--- src/rtl/ffo_scheduler_if.sv ---
// Handshake bundle for ffo_scheduler: start/request load, grant offer, pass status.
// The abort input exists only when FFO_SCHED_ABORT_EN is defined.
interface ffo_scheduler_if #(
    parameter int N = 32
);
    localparam int W = $clog2(N);

    logic         start;
    logic [0:N-1] req_vec;
    logic         grant_valid;
    logic         grant_ready;
    logic [0:W-1] grant_idx;
    logic         busy;
    logic         done;
    logic [0:W]   grant_count;
`ifdef FFO_SCHED_ABORT_EN
    logic         abort;

    modport master (
        output start, req_vec, grant_ready, abort,
        input  grant_valid, grant_idx, busy, done, grant_count
    );

    modport slave (
        input  start, req_vec, grant_ready, abort,
        output grant_valid, grant_idx, busy, done, grant_count
    );
`else
    modport master (
        output start, req_vec, grant_ready,
        input  grant_valid, grant_idx, busy, done, grant_count
    );

    modport slave (
        input  start, req_vec, grant_ready,
        output grant_valid, grant_idx, busy, done, grant_count
    );
`endif
endinterface

--- src/rtl/ffo_scheduler.sv ---
// Find-first-one grant scheduler: issues one index per cycle, leftmost first.
// Optional abort input enabled by defining FFO_SCHED_ABORT_EN.
module ffo_scheduler #(
    parameter int N = 32
) (
    input  logic        clk,
    input  logic        reset,
    ffo_scheduler_if.slave bus
);
    localparam int W = $clog2(N);

    typedef enum logic [1:0] {
        IDLE,
        ISSUE,
        DONE
    } state_t;

    state_t       state_q, state_d;
    logic [0:N-1] pend_q, pend_d;
    logic [0:W]   cnt_q, cnt_d;
    logic [W-1:0] ffo;
    logic         hs;
    logic         abort_w;

`ifdef FFO_SCHED_ABORT_EN
    assign abort_w = bus.abort;
`else
    assign abort_w = 1'b0;
`endif

    assign hs = (state_q == ISSUE) && bus.grant_ready;

    // Leftmost pending bit; downward scan lets the lowest index win.
    always_comb begin
        ffo = '0;
        for (int i = N - 1; i >= 0; i--) begin
            if (pend_q[i]) ffo = i[W-1:0];
        end
    end

    // Next-state, pending and grant-count update.
    always_comb begin
        state_d = state_q;
        pend_d  = pend_q;
        cnt_d   = cnt_q;
        unique case (state_q)
            IDLE: begin
                if (bus.start) begin
                    pend_d  = bus.req_vec;
                    cnt_d   = '0;
                    state_d = (|bus.req_vec) ? ISSUE : DONE;
                end
            end
            ISSUE: begin
                if (abort_w) begin
                    pend_d  = '0;
                    state_d = DONE;
                end else if (hs) begin
                    pend_d[ffo] = 1'b0;
                    cnt_d       = cnt_q + 1'b1;
                    if (pend_d == '0) state_d = DONE;
                end
            end
            DONE: begin
                state_d = IDLE;
            end
            default: begin
                state_d = IDLE;
            end
        endcase
    end

    // State registers with synchronous reset taking priority.
    always_ff @(posedge clk) begin
        if (reset) begin
            state_q <= IDLE;
            pend_q  <= '0;
            cnt_q   <= '0;
        end else begin
            state_q <= state_d;
            pend_q  <= pend_d;
            cnt_q   <= cnt_d;
        end
    end

    assign bus.grant_valid = (state_q == ISSUE);
    assign bus.grant_idx   = ffo;
    assign bus.busy        = (state_q != IDLE);
    assign bus.done        = (state_q == DONE);
    assign bus.grant_count = cnt_q;
endmodule

--- src/flat_wrapper.sv ---
// flat-port wrapper written by rule: the top's interface ports become plain ports
module ffo_scheduler_flat 
#(
    parameter int N = 32
)
  (clk, reset, bus_start, bus_req_vec, bus_grant_ready, bus_grant_valid, bus_grant_idx, bus_busy, bus_done, bus_grant_count);
  ffo_scheduler_if #(.N(N)) bus_i ();
  input  logic clk;
  input  logic reset;
  input wire logic [$bits(bus_i.start)-1:0] bus_start;
  input wire logic [$bits(bus_i.req_vec)-1:0] bus_req_vec;
  input wire logic [$bits(bus_i.grant_ready)-1:0] bus_grant_ready;
  output wire logic [$bits(bus_i.grant_valid)-1:0] bus_grant_valid;
  output wire logic [$bits(bus_i.grant_idx)-1:0] bus_grant_idx;
  output wire logic [$bits(bus_i.busy)-1:0] bus_busy;
  output wire logic [$bits(bus_i.done)-1:0] bus_done;
  output wire logic [$bits(bus_i.grant_count)-1:0] bus_grant_count;
  assign bus_i.start = bus_start;
  assign bus_i.req_vec = bus_req_vec;
  assign bus_i.grant_ready = bus_grant_ready;
  assign bus_grant_valid = bus_i.grant_valid;
  assign bus_grant_idx = bus_i.grant_idx;
  assign bus_busy = bus_i.busy;
  assign bus_done = bus_i.done;
  assign bus_grant_count = bus_i.grant_count;
  ffo_scheduler #(.N(N)) u_core (.clk(clk), .reset(reset), .bus(bus_i));
endmodule
--- config.mk ---
export PLATFORM = sky130hd
export DESIGN_NAME = ffo_scheduler_flat
export DESIGN_NICKNAME = d
export VERILOG_FILES = /design/src/rtl/ffo_scheduler_if.sv /design/src/rtl/ffo_scheduler.sv /design/src/flat_wrapper.sv
export SDC_FILE = /design/constraint.sdc
export NUM_CORES = 1
export LEC_CHECK = 0
export BUFFER_PORTS_ARGS = -buffer_cell sky130_fd_sc_hd__buf_2
export CAP_MARGIN = 40
export CORE_ASPECT_RATIO = 0.9
export CORE_MARGIN = 3
export CORE_UTILIZATION = 51
export DETAILED_ROUTE_END_ITERATION = 8
export HOLD_SLACK_MARGIN = 0.03
export PLACE_DENSITY_LB_ADDON = 0.15
export SLEW_MARGIN = 20
export SYNTH_ARGS = -nofsm -noshare
export SYNTH_HDL_FRONTEND = slang
export SYNTH_SLANG_ARGS = --single-unit
--- constraint.sdc ---
create_clock -name clk -period 2.5 [get_ports clk]
set_input_delay 0 -clock clk [delete_from_list [all_inputs] [get_ports clk]]
set_output_delay 0 -clock clk [all_outputs]
set_load 0.02 [all_outputs]
# [Yosys cells after proc, flatten, opt, wreduce, memory -nomap -nowiden]
# Index checks and enable logic that the tools add are counted.
[word_totals] reg_bits=40 out_inout_bits=14 input_bits=36 wordCells=68
[op_classes] eq_ne=5 n_lt_le_gt_ge=2 mux=45 bitwise=3 reduce_logical=9 add_sub_neg=1
[ops] op="$mux W5" n=32
[ops] op="$mux W32" n=2
[ops] op="$pmux W32 S2" n=1
[ops] op="$and A32 B32 Y32" n=1
[ops] op="$logic_not A32 Y1" n=1
[ops] op="$not A32 Y32" n=1
[ops] op="$reduce_or A32 Y1" n=1
[ops] op="$mux W6" n=2
[ops] op="$pmux W6 S2" n=1
[ops] op="$mux W2" n=4
[ops] op="$add A6 B1 Y6 const B" n=1
[ops] op="$ge A6 B6 Y1 const B" n=1
[ops] op="$lt A6 B1 Y1 const B" n=1
[ops] op="$not A5 Y6" n=1
[ops] op="$reduce_and A3 Y1" n=2
[ops] op="$demux W1 S5" n=1
[ops] op="$ne A2 B1 Y1 const B" n=2
[ops] op="$pmux W2 S2" n=1
[ops] op="$reduce_bool A2 Y1" n=2
[ops] op="$eq A2 B1 Y1 const B" n=1
[ops] op="$eq A2 B2 Y1 const B" n=1
[ops] op="$logic_and A1 B1 Y1" n=2
[ops] op="$logic_not A2 Y1" n=1
[ops] op="$ne A2 B2 Y1 const B" n=1
[ops] op="$mux W1" n=1

# [Depth between registers and ports, before layout]
[logic_depth] ltp_word=43 ltp_mapped=13 depth_no_buf=11

# [Worst setup path after synthesis]
# OpenSTA, ideal clock, no wires.
[synth_timing] kind="register -> register" from="register u_core.pend_q[6] (netlist name)" to="register u_core.state_q[1]" slack_ps=-213 arrival_ps=2610 setup_ps=103 synth_period_minus_slack_ps=2713 n_path_buf=0 required_time_ps=2397 path_stages_with_launch=11 path_cell_list="dfxtp_1 -> inv_2 -> a2111o_1 -> nor3_2 -> o211a_4 -> o211ai_4 -> o31ai_1 -> o2111ai_1 -> a2111oi_2 -> nand3_1 -> a2111oi_2"
[synth_via] elab_chain_len=17 elab_cells_between_ends=18 cone_classes="2 x order compare; 1 x eq/ne; 9 x mux; 3 x bitwise; 3 x reduce/logical"
[synth_rtl] element="from (decl)" line_no="ffo_scheduler.sv:19" source="logic [0:N-1] pend_q, pend_d;"
[synth_rtl] element="from (signal assigned)" line_no="ffo_scheduler.sv:81" source="pend_q <= pend_d;"
[synth_rtl] element="$mux W5 (7 in a row)" line_no="ffo_scheduler.sv:37" source="if (pend_q[i]) ffo = i[W-1:0];"
[synth_rtl] element="$not A5 Y6 (not written as such)" line_no="ffo_scheduler.sv:59" source="pend_d[ffo] = 1'b0;"
[synth_rtl] element="$ge A6 B6 Y1 (not written as such) / $lt A6 B1 Y1 (equally long branches)" line_no="ffo_scheduler.sv:59"
[synth_rtl] element="$logic_and A1 B1 Y1 (not written as such)" line_no="ffo_scheduler.sv:59"
[synth_rtl] element="$mux W1 (not written as such)" line_no="ffo_scheduler.sv:59"
[synth_rtl] element="$demux W1 S5" line_no="ffo_scheduler.sv:59"
[synth_rtl] element="$not A32 Y32 (no line)"
[synth_rtl] element="$and A32 B32 Y32 (no line) *"
[synth_rtl] element="$logic_not A32 Y1 *" line_no="ffo_scheduler.sv:61" source="if (pend_d == '0) state_d = DONE;"
[synth_rtl] element="$ne A2 B1 Y1 (no line) *"
[synth_rtl] element="$reduce_and A3 Y1 (no line) *"
[synth_rtl] element="to (signal assigned)" line_no="ffo_scheduler.sv:80" source="state_q <= state_d;"
[synth_rtl] element="to (decl)" line_no="ffo_scheduler.sv:18" source="state_t state_q, state_d;"
# Every way passes the cells marked *; elsewhere a longest branch is shown, timed or not.
# A chain may end at the register's enable or synchronous reset.

# [Worst setup path after layout]
[layout_timing] from="register u_core.pend_q[1] (netlist name)" to="register u_core.state_q[1]"
[layout_via] elab_chain_len=12 elab_cells_between_ends=13 cone_classes="2 x order compare; 1 x eq/ne; 4 x mux; 3 x bitwise; 3 x reduce/logical"
[layout_rtl] element="$mux W5 (2 in a row)" line_no="ffo_scheduler.sv:37"
[layout_rtl] element="$not A5 Y6 (not written as such)" line_no="ffo_scheduler.sv:59"
[layout_rtl] element="$ge A6 B6 Y1 (not written as such) / $lt A6 B1 Y1 (equally long branches)" line_no="ffo_scheduler.sv:59"
[layout_rtl] element="$logic_and A1 B1 Y1 (not written as such)" line_no="ffo_scheduler.sv:59"
[layout_rtl] element="$mux W1 (not written as such)" line_no="ffo_scheduler.sv:59"
[layout_rtl] element="$demux W1 S5" line_no="ffo_scheduler.sv:59"
[layout_rtl] element="$not A32 Y32 (no line)"
[layout_rtl] element="$and A32 B32 Y32 (no line) *"
[layout_rtl] element="$logic_not A32 Y1 *" line_no="ffo_scheduler.sv:61"
[layout_rtl] element="$ne A2 B1 Y1 (no line) *"
[layout_rtl] element="$reduce_and A3 Y1 (no line) *"
# Marks and branches as above.

==> results.md <==
* Syn. warnings at 0
* RSZ-0062 raised after global routing: yes
* IO Pins at 50
* Die width at 85.1 um
* Initial Util at 53.7%
* First-pass GRT wire length at 19,900 um
* Rows at 25
* Drt pass-1 iters at 6
* CP Capture Type: flop
* Gr usage total at 37.9%
* Crit path launch: u_core.pend_q[1]
* P_sw at 1.85 mW
* Hold Path Origin: bus_req_vec[18]
* Async set-reset flop share out of synthesis at 0%
* Via count at 4,652
* Critical Path Source Type: flop
* # setup viols final at 20
* CTS tree: built
* P_int at 2.18 mW
* Tmin final at 3170 ps
* Number of global-route vias before repair at 3,775
* HP Class: input port to flop
* HPWL Detailed at 8400 um
* Worst-Skew Late Latency at 320 ps
* CTS sink cnt at 40
* Post-synthesis cell count at 389
* Clk slew on worst S/H paths at 110 ps
* DR DRC count at 0
* Synth Cell Area at 0.00287 mm2
* # placed instances at 597
* Worst-margin pin slew at 827 ps
* Comb pwr share at 64.4%
* Register bit total from synthesis at 40
* WP data arrival at 3390 ps
* Cell Count, Final, Fillers Out at 643
* Sequential share of power at 20.7%
* Worst reg2reg path startpoint: u_core.pend_q[1]
* Vias/cell at 7.23
* Post-DP Area at 0.00400 mm2
* Number of H-tree levels at 2
* Slowest stage delay, CP at 420 ps
* Slew Viols, Final at 0
* EDFF count, synth at 0
* Final Worst Setup Slack at -666 ps
* Fraction of layout cells with a size suffix above 1 at 50.7%
* Maximum fanout along the worst path at 5
* Final period utilization at 127%
* Min Hold Slack at 68.5 ps
* Core area at 0.00535 mm2
* Fmax at 316 MHz
* Total CTS buffers at 5
* Net Sw Frac at 46.0%
* Crit Path Category: flop to flop
* DIE HEIGHT at 77.2 um
* GP Congestion at 0.994
* Status: finished with violations
* Die ar. at 0.00657 mm2
* Slowest CP cell: nor3_1
* Clock share of power at 14.9%
* Failing checks: setup timing
* Fin Setup TNS at -4080 ps
* Initial DRC count at 758
* VDD IR max at 0.646 mV
* Fill cells at 219
* Fin nets at 612
* Drt wl/cell at 24.8 um
* CTS Buffer Depth at 2
* Clk_skew at 22.6 ps
* Root buf cell: clkbuf_8
* Final WL at 15,900 um
* Top_reg_cell synth: dfxtp_1
* Synth unique cells at 67
* Grt total ovfl at 0
* Post-layout instance area at 0.00489 mm2
* Dpl ws at -685 ps
* Tot Pwr at 4.03 mW
* Slew margin rel. at 44.9%
* Syn-to-layout area delta at 70.4%
* Largest net degree at the start of global routing at 41
* Leak at 2.10 nW
* Mapped Nets at 426
* Max-cap violation count at 0
* Post-synthesis sequential area ratio at 27.9%
* Port buffer count at 49
* Core Util, Final at 91.5%
* Final Hold Vio Count at 0
* Initial antenna violation count at 0
* Syn avg cell area at 7.38 um2
* Worst Path Required at 2730 ps
* Worst path cell trace: nor2_1, nand2_1, nor3_1, o211a_4, buf_12, nor2_4, buf_4, o31ai_2, o2111ai_1, and4bb_2, nand3_4, a2111oi_4
* Power per cell area at 824 mW/mm2
* Ant diodes at 0
* Detail Route Antenna Nets at 0
-- per-layer routing --
metal  routed length [um]  part of all wire (%)  vias up  track usage [%]
met1                 5510                    35     2113             52.7
met3                 2370                    15      203             8.38
li1                     -                     -     1817                -
met4                 1430                   9.0        0             8.54
met5                    0                     0        -                0
met2                 6630                    42      519             59.5
-- worst max-delay path, delay by kind of cell, from the launching register on --
kind	cells	cell delay [ps]
AO/OA/AOI/OAI	4	1150
flip-flops	1	410
buffers and inverters	2	260
AND/OR/NAND/NOR	6	1250
-- cell type report --
cell class / instances / area, um2 / area share [%]
sequential: 40 / 830 / 16.9
tap: 67 / 83.8 / 1.71
timing repair buffer: 201 / 1480 / 30.2
inverter: 9 / 33.8 / 0.690
multi-input combinational: 318 / 2350 / 48.1
clock buffer: 5 / 68.8 / 1.41
clock inverter: 3 / 46.3 / 0.946
-- cells by family after synthesis --
| group | share of synthesized area [%] |
|---|---|
| buffers and inverters | 4.96 |
| flip-flops | 27.9 |
| AND/OR/NAND/NOR | 31.8 |
| adder cells (fa/ha/maj) | 0.784 |
| XOR/XNOR | 0.915 |
| multiplexers | 0.348 |
| AO/OA/AOI/OAI | 33.3 |
-- state kept, by name, indices dropped and copies added, names as in the netlist --
register                count
u_core.pend_q              32
u_core.state_q              2
u_core.bus.grant_count      6
-- synthesized netlist by cell type, types with 3 or more instances --
cell type,count,area share (%)
o221ai_1,5,1.5
nand2_1,41,5.4
a21oi_1,46,8.0
nor3_1,9,1.6
a21o_1,4,1.0
o2111ai_1,6,1.8
nor4_1,11,2.4
o31ai_1,5,1.3
o21ai_0,28,4.9
nand2b_1,4,0.87
o211ai_1,8,2.1
or3_1,5,1.1
xor2_1,3,0.91
nor2_1,58,7.6
nand3_1,5,0.87
buf_1,3,0.39
nor4_2,3,1.3
a211oi_1,8,2.1
or2_2,3,0.65
clkbuf_1,15,2.0
nor2b_1,5,1.1
a21boi_0,4,1.0
a22oi_1,5,1.3
dfxtp_1,40,28
inv_1,7,0.91
nand4_1,5,1.1
-- cell usage in the layout (no fill, tap or decap), types with 8 or more instances in the layout --
cell type,Yosys,layout
o21ai_0,28,21
dfxtp_2,0,11
nand2_1,41,35
dlygate4sd3_1,0,12
buf_4,0,126
a21oi_1,46,42
dfxtp_1,40,25
nor2_1,58,55
buf_2,1,49
buf_6,2,13
nor4_1,11,8
o211ai_1,8,8
-- what timing repair did --
item / in CTS / in global routing
pin swaps: 27 / 31
hold buffers: 12 / 0
setup endpoints to repair: 11 / 19
setup buffers: 18 / 16
hold endpoints to repair: 12 / 0
resized for setup: 32 / 76
-- power by group through the flow --
stage	clock, mW	sequential [mW]	combinational [mW]
after floorplan	0	0.811	0.977
after global placement	0	0.809	1.80
after detailed placement	0	0.813	1.81
after CTS	0.577	0.810	2.02
after global routing	0.620	0.838	2.66
final	0.601	0.836	2.59
-- worst paths after layout --
path / endpoint / slack (ps) / cells past startpoint
worst min register to register: u_core.bus.grant_count[5] / 570 / 2
worst min-delay path: u_core.pend_q[13] / 70 / 3
worst max register to register: u_core.state_q[1] / -670 / 12
worst max-delay path: u_core.state_q[1] / -670 / 12
Note: power is estimated with default switching activity, not from simulation.
